==> config.mk <==
export PLATFORM = sky130hd
export DESIGN_NAME = instrmem_loader
export DESIGN_NICKNAME = d
export VERILOG_FILES = /design/src/rtl/instrmem_loader.sv
export SDC_FILE = /design/constraint.sdc
export NUM_CORES = 1
export LEC_CHECK = 0
export CORE_ASPECT_RATIO = 0.75
export CORE_MARGIN = 1.5
export CORE_UTILIZATION = 50
export CTS_BUF_LIST = sky130_fd_sc_hd__clkbuf_8
export CTS_CLUSTER_DIAMETER = 60
export DETAILED_ROUTE_END_ITERATION = 16
export GPL_ROUTABILITY_DRIVEN = 0
export PLACE_DENSITY = 0.79
export SYNTH_ARGS = -nofsm -noshare
export SYNTH_HDL_FRONTEND = slang
export SYNTH_SLANG_ARGS = --single-unit
==> constraint.sdc <==
create_clock -name clk -period 2.2 [get_ports clk]
set_clock_uncertainty 0.05 [all_clocks]
set_input_delay 0.55 -clock clk [delete_from_list [all_inputs] [get_ports clk]]
set_output_delay 0.55 -clock clk [all_outputs]
set_load 0.01 [all_outputs]
==> src/rtl/instrmem_loader.sv <==
// instrmem_loader
//   Loads a program image into instruction memory from a byte stream. Bytes
//   are packed four at a time, little-endian, into 32-bit words. Each word is
//   written to consecutive word addresses. The CPU is held in reset while the
//   load runs. When the load ends, done pulses and the 8-bit checksum of the
//   accepted bytes is available.
//
// Ports
//   clk, rst        clock; synchronous active-high reset
//   start           begin a load (only honoured while idle)
//   base_addr       first byte address (low two bits ignored)
//   len_words       number of words to load, 0 = no writes
//   in_valid/in_data/in_ready   byte stream handshake
//   mem_we/mem_addr/mem_wd      instruction memory write port
//   cpu_hold, busy  high while a load is in progress
//   done            one-cycle completion pulse
//   checksum        sum mod 256 of the bytes accepted in the last load
module instrmem_loader #(
    parameter int A_WIDTH   = 12,
    parameter int D_WIDTH   = 8,
    parameter int EXT_WIDTH = 32
) (
    input  logic                 clk,
    input  logic                 rst,
    input  logic                 start,
    input  logic [A_WIDTH-1:0]   base_addr,
    input  logic [A_WIDTH-2:0]   len_words,
    input  logic                 in_valid,
    input  logic [D_WIDTH-1:0]   in_data,
    output logic                 in_ready,
    output logic                 mem_we,
    output logic [A_WIDTH-1:0]   mem_addr,
    output logic [EXT_WIDTH-1:0] mem_wd,
    output logic                 cpu_hold,
    output logic                 busy,
    output logic                 done,
    output logic [7:0]           checksum
);

    localparam int LANES = EXT_WIDTH / D_WIDTH;
    localparam int LW    = $clog2(LANES);

    typedef enum logic [1:0] {IDLE, RECV, WRITE, DONE} state_t;

    state_t               state, state_nxt;
    logic [LW-1:0]        lane;
    logic [A_WIDTH-2:0]   remaining;
    logic [A_WIDTH-1:0]   addr;
    logic [EXT_WIDTH-1:0] word;
    logic [7:0]           sum;
    logic                 hs;
    logic                 last_lane;

    assign hs        = in_valid & in_ready;
    assign last_lane = (lane == LW'(LANES - 1));

    // Address and word buffer are registers, so the write port is stable
    // for the whole mem_we cycle.
    assign mem_addr = addr;
    assign mem_wd   = word;
    assign checksum = sum;
    assign cpu_hold = busy;

    always_ff @(posedge clk) begin
        if (rst) state <= IDLE;
        else     state <= state_nxt;
    end

    always_comb begin
        state_nxt = state;
        in_ready  = 1'b0;
        mem_we    = 1'b0;
        busy      = 1'b1;
        done      = 1'b0;
        case (state)
            IDLE: begin
                busy = 1'b0;
                if (start) state_nxt = (len_words != '0) ? RECV : DONE;
            end
            RECV: begin
                in_ready = 1'b1;
                if (in_valid && last_lane) state_nxt = WRITE;
            end
            WRITE: begin
                mem_we = 1'b1;
                // remaining is never 0 here, so "1 left" means this was the last word
                state_nxt = (remaining == (A_WIDTH-1)'(1)) ? DONE : RECV;
            end
            DONE: begin
                done      = 1'b1;
                state_nxt = IDLE;
            end
            default: state_nxt = IDLE;
        endcase
    end

    always_ff @(posedge clk) begin
        if (rst) begin
            lane      <= '0;
            remaining <= '0;
            addr      <= '0;
            word      <= '0;
            sum       <= '0;
        end else begin
            case (state)
                IDLE: if (start) begin
                    addr      <= base_addr & ~A_WIDTH'(3);
                    remaining <= len_words;
                    sum       <= '0;
                    lane      <= '0;
                end
                RECV: if (hs) begin
                    word[lane*D_WIDTH +: D_WIDTH] <= in_data;
                    lane <= lane + LW'(1);
                    sum  <= sum + 8'(in_data);
                end
                WRITE: begin
                    // wraps naturally at the top of the address space
                    addr      <= addr + A_WIDTH'(4);
                    remaining <= remaining - (A_WIDTH-1)'(1);
                    lane      <= '0;
                end
                default: ;
            endcase
        end
    end

endmodule
======== Word-level counts from Yosys, hierarchy flattened ========
Cells that the tools add are included.
operators by class
  $add $sub $neg .......................... 5
  eq/ne operators ......................... 8
  shift operators ......................... 2
  mux-type cells .......................... 20
  bitwise operators ....................... 1
  reductions and logical operators ........ 11
operator list
  operator                                               number
  negation 5 -> 34 bit                                   1
  variable shift 8 x 34 -> 32 bit, first input constant  1
  indexed part select 8 x 34 -> 32 bit                   1
  bitwise mux 32 bit                                     1
  case mux 12 bit (2 select lines)                       1
  case mux 11 bit (2 select lines)                       1
  2-to-1 mux 8 bit                                       2
  case mux 8 bit (2 select lines)                        1
  adder 12 x 3 -> 12 bit, second input constant          1
  2-to-1 mux 12 bit                                      1
  2-to-1 mux 2 bit                                       6
  == test 11 x 1 -> 1 bit, second input constant         1
  2-to-1 mux 11 bit                                      1
  nonzero test 11 bit                                    1
  subtractor 11 x 1 -> 11 bit, second input constant     1
  adder 8 bit                                            1
  case mux 2 bit (4 select lines)                        1
  == test 2 bit, second input constant                   3
  inequality test 2 bit, second input constant           3
  case mux 2 bit (3 select lines)                        1
  AND reduction 2 bit                                    3
  AND reduction 3 bit                                    2
  2-to-1 mux 1 bit                                       4
  nonzero test 2 bit                                     2
  6 further kinds                                        6
storage, ports and cells
  flip-flop bits (word level) ............. 67
  input port bits ......................... 35
  output and inout bits ................... 57
  logic and storage cells ................. 53

======== Depth between registers and ports, before layout ========
Gate-level depths: netlist of run 1.
  depth after elaboration ................. 5
  mapped depth ............................ 9
  mapped depth without buffers ............ 7

======== Least setup slack after synthesis of run 1 ========
No wires, ideal clock.
  path type ............................... input-to-reg
  start point ............................. in in_data[0]
  end point ............................... reg sum[6] (netlist: checksum[6])
  setup time .............................. 122 ps
  arrival ................................. 1,835 ps
  required time ........................... 2,028 ps
  slack ................................... 193 ps
  stages .................................. 7
  buffers on the path ..................... 0
  cell sequence ........................... ha_1 fa_1 a21o_1 a21oi_1 o211ai_1 xnor2_1 o21ai_0
on the way
  word-level cells in the longest chain between the ends .. 3
RTL lines
  what                             RTL line  RTL
  from (decl)                      29        input logic [D_WIDTH-1:0] in_data,
  adder 8 bit                      115       sum <= sum + 8'(in_data);
  2-to-1 mux 8 bit                 112       RECV: if (hs) begin
  case mux 8 bit (2 select lines)  105       case (state)
  to (signal assigned)             115
  to (decl)                        50        logic [7:0] sum;
Every way passes these cells. The select of a mux whose other input is x is not followed.
A chain may end at the register's enable or synchronous reset.

======== Worst setup path in the final report of run 1 ========
  start point ............................. reg state[0]
  end point ............................... out in_ready
on the way
  word-level cells in the longest chain between the ends .. 2
RTL lines
  what                    RTL line  RTL
  from (decl)             45        state_t state, state_nxt;
  from (signal assigned)  66        else state <= state_nxt;
  == test 2 x 1 -> 1 bit  75        case (state)
  2-to-1 mux 1 bit        75
  to (decl)               30        output logic in_ready,
Every way passes these cells.

==> results of run 1 <==
==> state kept, by name, indices dropped and copies added, names as in the netlist <==
| register | count |
|---|---|
| checksum | 8 |
| lane | 2 |
| mem_addr | 10 |
| mem_wd | 32 |
| remaining | 11 |
| state | 2 |
==> critical path, delay by kind of cell, from the launching register on <==
| family | cells | cell delay [ns] |
|---|---|---|
| buffers and inverters | 1 | 0.59 |
| DFF | 1 | 0.43 |
| and+or+nand+nor | 1 | 0.19 |
==> layer usage <==
| metal | vias to the layer above | routed length (um) |
|---|---|---|
| met1 | 1685 | 4690 |
| met4 | 0 | 93 |
| li1 | 1709 | - |
| met5 | - | 0 |
| met2 | 185 | 4430 |
| met3 | 12 | 930 |
==> stage by stage <==
| stage | util (%) | instances | TNS (ns) |
|---|---|---|---|
| 4_1_cts | 72.4 | 605 | 0 |
| 6_report | 72.4 | 605 | 0 |
| 5_1_grt | 72.4 | 605 | 0 |
| 3_3_place_gp | 69.1 | 589 | -0.981 |
| 2_1_floorplan | - | 419 | 0 |
| 3_5_place_dp | 69.1 | 589 | -1.16 |
==> cells in the mapped netlist (all sizes together) (2+ instances only) <==
master and count:
xor2 4, nand2 59, o211ai 2, nand4 5, nor3b 3, dfxtp 65, a21o 3, a22oi 3
and3 5, a311oi 3, ha 15, nor3 7, a22o 2, a211oi 12, nand3 45, buf 9
o22ai 3, o21ai 10, a21oi 51, or3 2, or2 2, a221oi 6, a31oi 4, nand3b 3
nor2 32, nor4b 2, a32oi 2, inv 9, nand2b 2, clkbuf 19, or4 3, nor4 5
xnor2 6
==> final cells by class <==
type	instances	share of cell area [%]
Clock buffer	10	2.98
Timing Repair Buffer	118	24.4
Clock inverter	6	1.46
Inverter	9	0.731
Multi-Input combinational cell	316	40.1
Sequential cell	65	28.2
Tap cell	81	2.19
==> power groups by stage <==
stage	clock network [mW]	logic [mW]	registers, mW
2_1_floorplan	0	0.336	1.33
3_3_place_gp	0	0.613	1.32
3_5_place_dp	0	0.629	1.33
4_1_cts	1.04	0.638	1.30
5_1_grt	1.09	0.697	1.31
6_report	1.03	0.646	1.31
==> cell usage in the layout (no fill, tap or decap), types with 3 or more instances in the layout <==
master	Yosys	final
clkdlybuf4s50_1	0	85
dfxtp_1	65	64
nand2_1	59	59
a21oi_1	51	50
nand3_1	45	45
nor2_1	31	31
buf_4	5	29
ha_1	15	14
a211oi_1	12	12
clkbuf_8	1	10
inv_1	9	9
o21ai_0	10	9
nor3_1	7	7
xnor2_1	6	6
a221oi_1	6	6
and3_1	5	5
nand4_1	5	5
nor4_1	5	5
a31oi_1	4	4
xor2_1	4	4
nor3b_1	3	3
o22ai_1	3	3
a311oi_1	3	3
a21o_1	3	3
nand3b_1	3	3
a22oi_1	3	3
==> kinds of logic after synthesis <==
family,synth area share (%)
and+or+nand+nor,25.3
AOI/OAI and AO/OA,20.8
DFF,38.8
buffers and inverters,6.23
adders and majority gates,6.19
xor gates and xnor gates,2.61
other,0.112
==> path summary, 6_finish.rpt <==
check	start	to	slack, ns	cells past startpoint
hold reg to reg	mem_wd[26]	mem_wd[26]	0.40	2
hold / removal	mem_wd[26]	mem_wd[26]	0.40	2
setup reg to reg	remaining[3]	remaining[9]	0.17	5
setup / recovery	state[0]	in_ready	0.05	2
==> impl_metrics.json, run 1 <==
{
  "p_leak_nw": 1.70,
  "cts_tree": "built",
  "vias_per_cell": 5.94,
  "root_buffer": "clkbuf_8",
  "die-area_um2": 7210,
  "clk_pin_slew_worst_paths_ns": 0.07,
  "slowest_stage": "clkdlybuf4s50_1",
  "drt_iter0_markers": 271,
  "grtUsageMet3_pct": 5.90,
  "start_util_pct": 52.5,
  "grt_busiest_layer": "met2",
  "rsz0062_at_grt": "no",
  "worst_hold_slack_ns": 0.400,
  "setup_viol": 0,
  "hp-class": "flop to flop",
  "grt_pass1_wl_um": 16100,
  "p_comb_share_pct": 21.7,
  "drt-pass1-iter-count": 5,
  "cp-start-kind": "flop",
  "synth_warnings": 0,
  "clkPwrFrac_pct": 34.6,
  "yosysSeqAreaShare_pct": 38.8,
  "cts.repair.resized": 3,
  "synth_top_cell_by_area": "dfxtp_1",
  "pwr-share-seq_pct": 43.8,
  "num_vias": 3591,
  "grt.met2_usage_pct": 43.4,
  "yosysTopAreaCellShare_pct": 38.8,
  "multiInputGateArea_um2": 1850,
  "post_dp_cell_area_um2": 4410,
  "ys_top_cells_by_area": "dfxtp_1, a21oi_1, nand3_1",
  "ant_nets": 0,
  "die_h_um": 73.9,
  "holdBufCountCts": 0,
  "groute.usage.overall_pct": 28.0,
  "wl_um": 10100,
  "path_max_fanout": 10,
  "ios": 92,
  "endpoint_kind": "primary output",
  "rows": 25,
  "power.internal_mw": 2.10,
  "p_per_area_nw_per_um2": 645,
  "max_cap_viol_count": 0,
  "layout_setup_ws_ns": 0.0535,
  "total_power_mw": 2.98,
  "finalMaxSlewViolations": 0,
  "arrival_ns": 1.55,
  "max-slew-margin-rel_pct": 61.7,
  "clockBufferDepth": 2,
  "crit_type": "flop to primary output",
  "tightestPinTransition_ns": 0.573,
  "post-route-min-period_ns": 2.15,
  "synthCells": 418,
  "synthFlopType": "dfxtp_1",
  "register_area_um2": 1300,
  "synth_edf_count": 0,
  "overflow": 0,
  "p_sw_share_pct": 29.5,
  "synthArstFlopShare_pct": 0,
  "clkLatencyLatePin_ns": 0.34,
  "cts_sinks": 65,
  "ys_types": 55,
  "first_global_vias": 3212,
  "cts_inserted_buffers": 9,
  "stdcell_area_um2": 4620,
  "avgSynthCellArea_um2": 8.02,
  "dp_slack_ns": -0.417,
  "slowest_delay_ns": 0.59,
  "switching_power_mw": 0.879,
  "die_w_um": 97.6,
  "port_buffers": 87,
  "areaGrowthSynthToFinish_pct": 37.8,
  "diodes": 0,
  "dpl.hpwl_um": 7330,
  "wl_per_cell_um": 16.8,
  "nFillCells": 489,
  "grt_max_degree": 49,
  "min_period_over_period_pct": 97.6,
  "cp.required_ns": 1.60,
  "drc": 0,
  "core_um2": 6380,
  "finalHoldViolations": 0,
  "htreeDepth": 3,
  "fin_nets": 570,
  "synth-seq-cells": 65,
  "met1_usage_pct": 39.9,
  "post-cts-setup-buffer-count": 0,
  "drive_gt1_share_pct": 11.1,
  "outcome": "complete, no violations",
  "ir_drop_v": 0.000486,
  "crit_chain": "nor2b_1 > clkdlybuf4s50_1",
  "antenna_found_initial": 0,
  "max_freq_mhz": 466,
  "synthesis.area_um2": 3350
}
No activity file was read; power rests on OpenSTA's default activity.
==> run 2: changes to the inputs <==
--- a/config.mk
+++ b/config.mk
@@ -13,5 +13,5 @@
 export DETAILED_ROUTE_END_ITERATION = 16
 export GPL_ROUTABILITY_DRIVEN = 0
-export PLACE_DENSITY = 0.79
+export PLACE_DENSITY = 0.93
 export SYNTH_ARGS = -nofsm -noshare
 export SYNTH_HDL_FRONTEND = slang
==> constraint.sdc (replaced) <==
create_clock -name clk -period 2.2 [get_ports clk]
set_clock_uncertainty 0.05 [all_clocks]
set_input_delay 0.33 -clock clk [delete_from_list [all_inputs] [get_ports clk]]
set_output_delay 0.33 -clock clk [all_outputs]
set_load 0.01 [all_outputs]
==> run 2 against run 1 <==
Compared with the run above:
- routed wire length is 1.4% lower
- clock power decreased by 12%
- sequential share of layout area up 0.64 points
- hold slack lost 0.13 ns
- fmax grew 2.0%
- largest cell class unchanged
- highest routed layer unchanged
==> impl_metrics.json, run 2 (same netlist as run 1, synthesis figures left out) <==
{
  "outcome": "complete, no violations",
  "layout_setup_ws_ns": 0.0954,
  "grt_pass1_wl_um": 15900,
  "num_vias": 3654,
  "ios": 92,
  "min_period_over_period_pct": 95.7,
  "hold_depth": 2,
  "dpl.hpwl_um": 7280,
  "drt_iter0_markers": 360,
  "slowest_stage": "clkdlybuf4s50_1",
  "worstHoldStart": "rst",
  "rows": 25,
  "max-slew-margin-rel_pct": 60.4,
  "pwr-share-seq_pct": 46.2,
  "crit_chain": "nor2b_2 > clkdlybuf4s50_1",
  "max_cap_viol_count": 0,
  "path_buf_inv": 1,
  "hp-class": "input port to flop",
  "drive_gt1_share_pct": 9.69,
  "reg2reg_slack_ns": 0.14,
  "overflow": 0,
  "wl_um": 10000,
  "final_common_cell": "clkdlybuf4s50_1",
  "vias_per_cell": 6.12,
  "p_per_area_nw_per_um2": 627,
  "cp-start-kind": "flop",
  "clk_pin_slew_worst_paths_ns": 0.07,
  "areaGrowthSynthToFinish_pct": 34.9,
  "port_buffers": 87,
  "largest_reg_flops": 32,
  "clkLatencyLatePin_ns": 0.35,
  "final_cell_mix": "clkdlybuf4s50_1, dfxtp_1, nand2_1",
  "p_sw_share_pct": 30.0,
  "groute.usage.overall_pct": 28.0,
  "crit_type": "flop to primary output",
  "die_h_um": 73.9,
  "die-area_um2": 7210,
  "r2r_cells": 5,
  "path_max_fanout": 11,
  "core_um2": 6380,
  "cts_tree": "built",
  "setup_viol": 0,
  "drt-pass1-iter-count": 5,
  "p_leak_nw": 1.64,
  "root_buffer": "clkbuf_8",
  "start_util_pct": 52.5,
  "clockBufferDepth": 2,
  "nFillCells": 494,
  "max_freq_mhz": 475,
  "diodes": 0,
  "holdBufCountCts": 0,
  "r2r-start": "remaining[2]",
  "arrival_ns": 1.72,
  "dp_slack_ns": -0.229,
  "fin_nets": 564,
  "cts_inserted_buffers": 9,
  "first_global_vias": 3307,
  "antenna_found_initial": 0,
  "crit_family": "buffers and inverters",
  "grt_max_degree": 60,
  "die_w_um": 97.6,
  "tightestPinTransition_ns": 0.592,
  "r2r_end": "remaining[9]",
  "fin_tns_setup_ns": 0,
  "slowest_delay_ns": 0.61,
  "endpoint_kind": "primary output",
  "min_to": "mem_wd[0]",
  "switching_power_mw": 0.850,
  "ant_nets": 0,
  "clkPwrFrac_pct": 32.1,
  "post-route-min-period_ns": 2.10,
  "p_comb_share_pct": 21.7,
  "cts_sinks": 65,
  "cp.required_ns": 1.82,
  "finalHoldViolations": 0,
  "power.internal_mw": 1.99,
  "drc": 0,
  "ir_drop_v": 0.000300,
  "wl_per_cell_um": 16.7,
  "htreeDepth": 3,
  "finalMaxSlewViolations": 0,
  "rsz0062_at_grt": "no"
}
-- run 2: cell count changes in the layout (fill, tap and decap cells not counted), sizes merged --
cell | before | now
dlymetal6s2s | 1 | 0
clkinvlp | 2 | 1
buf | 32 | 26
clkbuf | 10 | 11
bufinv | 1 | 0
clkinv | 3 | 2
clkdlybuf4s50 | 85 | 86
-- run 2: repair_timing --
action | 4_1_cts | 5_1_grt
gates resized for setup | 1 | 2
buffers inserted | 0 | 0
setup endpoints to repair | 1 | 5
-- run 2: layer usage --
metal  track usage (%)  up-vias  wire [um]
met5                 0        -          0
met4              10.3        0        230
met3              10.1       29       1050
met2              45.1      211       4490
met1              35.1     1724       4230
li1                  -     1690          -
-- run 2: area by class of cell --
cell class | count | area, um2 | area share, %
flip-flops and latches | 65 | 1300 | 28.8
repair buffers | 112 | 1070 | 23.6
inverters | 9 | 33.8 | 0.747
clock inverters | 3 | 17.5 | 0.387
well taps | 81 | 101 | 2.24
clock buffers | 11 | 151 | 3.35
multi-input cells | 316 | 1850 | 40.9
-- run 2: power groups by stage --
stage | Combinational (mW) | Sequential (mW) | Clock [mW]
6_report | 0.615 | 1.31 | 0.909
2_1_floorplan | 0.336 | 1.33 | 0
3_5_place_dp | 0.600 | 1.33 | 0
5_1_grt | 0.660 | 1.32 | 0.966
3_3_place_gp | 0.579 | 1.33 | 0
4_1_cts | 0.606 | 1.31 | 0.913
-- run 2: per-stage QoR --
stage	total power [mW]	cells	area, um2	hold WS (ns)	util [%]
2_1_floorplan	1.66	419	3360	0.390	-
3_3_place_gp	1.91	583	4350	0.389	68.2
3_5_place_dp	1.93	583	4350	0.394	68.2
4_1_cts	2.82	597	4520	0.257	70.8
5_1_grt	2.94	597	4520	0.278	70.9
6_report	2.84	597	4520	0.270	70.9
-- run 2: worst max-delay path by stage --
stage               slack [ns]  cells after the start    startpoint           end
global route              0.01                      8    in_data[0]   checksum[6]
global placement         -0.18                      8    in_data[0]   checksum[6]
detailed placement       -0.23                      8    in_data[0]   checksum[6]
CTS                       0.03                      2      state[0]      in_ready
finish                     0.1                      2      state[0]      in_ready
floorplan                 0.26                      5  remaining[2]  remaining[9]
-- run 2: worst reg2reg max path, delay by kind of cell (launching register included) --
kind	cells	cell delay, ns
AO/OA/AOI/OAI	1	0.07
flip-flops	1	0.37
AND/OR/NAND/NOR	4	1.45
==> run 3: changes to the inputs <==
Settings changed: GPL_TIMING_DRIVEN set to 0, PLACE_DENSITY 0.93 to 0.89.
==> run 3 against run 2 <==
Compared with the run above:
- first-iteration DRC count is 28% higher
- hold slack worse by 0.017 ns
- final cell count up 0.84%
- routed wire length grew 3.9%
- non-clock buffer count increased by 3
==> impl_metrics.json, run 3 (same netlist as run 1, synthesis figures left out) <==
{
  "outcome": "complete, no violations",
  "diodes": 0,
  "register_area_um2": 1300,
  "drc": 0,
  "ir_drop_v": 0.000403,
  "dpl.hpwl_um": 7320,
  "die_h_um": 73.9,
  "wl_per_cell_um": 17.3,
  "clkPwrFrac_pct": 37.2,
  "areaGrowthSynthToFinish_pct": 36.8,
  "endpoint_kind": "primary output",
  "nFillCells": 488,
  "p_sw_share_pct": 29.0,
  "antenna_found_initial": 0,
  "groute.usage.overall_pct": 28.0,
  "setup_viol": 0,
  "ant_nets": 0,
  "final_cell_mix": "clkdlybuf4s50_1, dfxtp_1, nand2_1",
  "overflow": 0,
  "cp.required_ns": 1.82,
  "crit_type": "flop to primary output",
  "utilization_pct": 71.9,
  "power.internal_mw": 2.19,
  "pwr-share-seq_pct": 42.3,
  "finalHoldViolations": 0,
  "cts_tree": "built",
  "cp-start-kind": "flop",
  "tightestPinTransition_ns": 0.570,
  "p_per_area_nw_per_um2": 672,
  "post-route-min-period_ns": 2.15,
  "cts_inserted_buffers": 9,
  "worst_hold_slack_ns": 0.253,
  "total_power_mw": 3.08,
  "p_comb_share_pct": 20.5,
  "fin_nets": 567,
  "core_um2": 6380,
  "path_max_fanout": 10,
  "grt_max_degree": 12,
  "min_period_over_period_pct": 97.7,
  "num_vias": 3678,
  "drive_gt1_share_pct": 8.25,
  "clkLatencyLatePin_ns": 0.35,
  "max_cap_viol_count": 0,
  "drt-pass1-iter-count": 5,
  "largest_reg_flops": 32,
  "clk_pin_slew_worst_paths_ns": 0.07,
  "grt_pass1_wl_um": 16000,
  "hp-class": "input port to flop",
  "arrival_ns": 1.77,
  "multiInputGateArea_um2": 1870,
  "root_buffer": "clkbuf_8",
  "vias_per_cell": 6.11,
  "rows": 25,
  "wl_um": 10400,
  "clockBufferDepth": 2,
  "die_w_um": 97.6,
  "switching_power_mw": 0.893,
  "ios": 92,
  "p_leak_nw": 1.67,
  "first_global_vias": 3284,
  "max_freq_mhz": 465,
  "finalNonFillerCells": 602,
  "cts_sinks": 65,
  "final_common_cell": "clkdlybuf4s50_1",
  "dp.cells": 585,
  "finalMaxSlewViolations": 0,
  "port_buffers": 85,
  "max-slew-margin-rel_pct": 61.8,
  "fin_tns_setup_ns": 0,
  "start_util_pct": 52.5,
  "holdBufCountCts": 0,
  "drt_iter0_markers": 462,
  "htreeDepth": 3,
  "die-area_um2": 7210
}
-- run 3: changes by cell type in the layout (fill, tap and decap cells not counted), moves of 3 or more --
cell	delta
nor3b_1	-3
clkdlybuf4s50_1	-5
clkbuf_1	+15
nor3b_2	+3
buf_4	-17
-- run 3: cell type report --
class | count | share of cell area, %
clock buffer | 10 | 3.00
sequential | 65 | 28.4
multi-input combinational | 316 | 40.8
timing repair buffer | 87 | 18.8
buffer | 28 | 4.20
inverter | 9 | 0.818
tap | 81 | 2.21
clock inverter | 6 | 1.80
-- run 3: per-layer routing --
layer | share of wire, % | track usage, % | up-vias | wire length, um
li1 | - | - | 1707 | -
met3 | 9.6 | 6.95 | 27 | 1000
met2 | 46 | 44.7 | 238 | 4820
met1 | 42 | 37.1 | 1706 | 4350
met4 | 2.0 | 11.3 | 0 | 208
met5 | 0 | 0 | - | 0
-- run 3: repair_timing --
item | in CTS | in global routing
endpoints found under the hold margin | 0 | 0
setup endpoints to repair | 11 | 34
resized for setup | 12 | 9
buffers inserted | 0 | 2
-- run 3: stage by stage --
step | setup WS (ns) | cell area [um2]
6_report | 0.0513 | 4590
5_1_grt | -0.00690 | 4590
4_1_cts | -0.0121 | 4560
3_5_place_dp | -0.414 | 4310
3_3_place_gp | -0.330 | 4310
2_1_floorplan | 0.256 | 3360
-- run 3: worst max-delay path, stage by stage (launching register included) --
cell and delay [ns]:
dfxtp_1 0.31, buf_6 0.13, nor2b_1 0.13, clkbuf_2 0.26, clkdlybuf4s50_1 0.58
-- run 3: worst paths after layout --
check,startpoint,to,slack (ns),cells after the start
setup / recovery,state[1],in_ready,0.05,4
hold / removal,start,remaining[5],0.25,3
setup reg to reg,state[1],checksum[4],0.09,7
hold reg to reg,mem_wd[7],mem_wd[7],0.40,2
-- run 3: power by group through the flow --
stage	clock, mW	combinational, mW	sequential [mW]
after floorplan	0	0.336	1.33
after global placement	0	0.576	1.32
after detailed placement	0	0.596	1.33
after CTS	1.14	0.608	1.30
after global routing	1.20	0.671	1.31
final	1.15	0.632	1.30
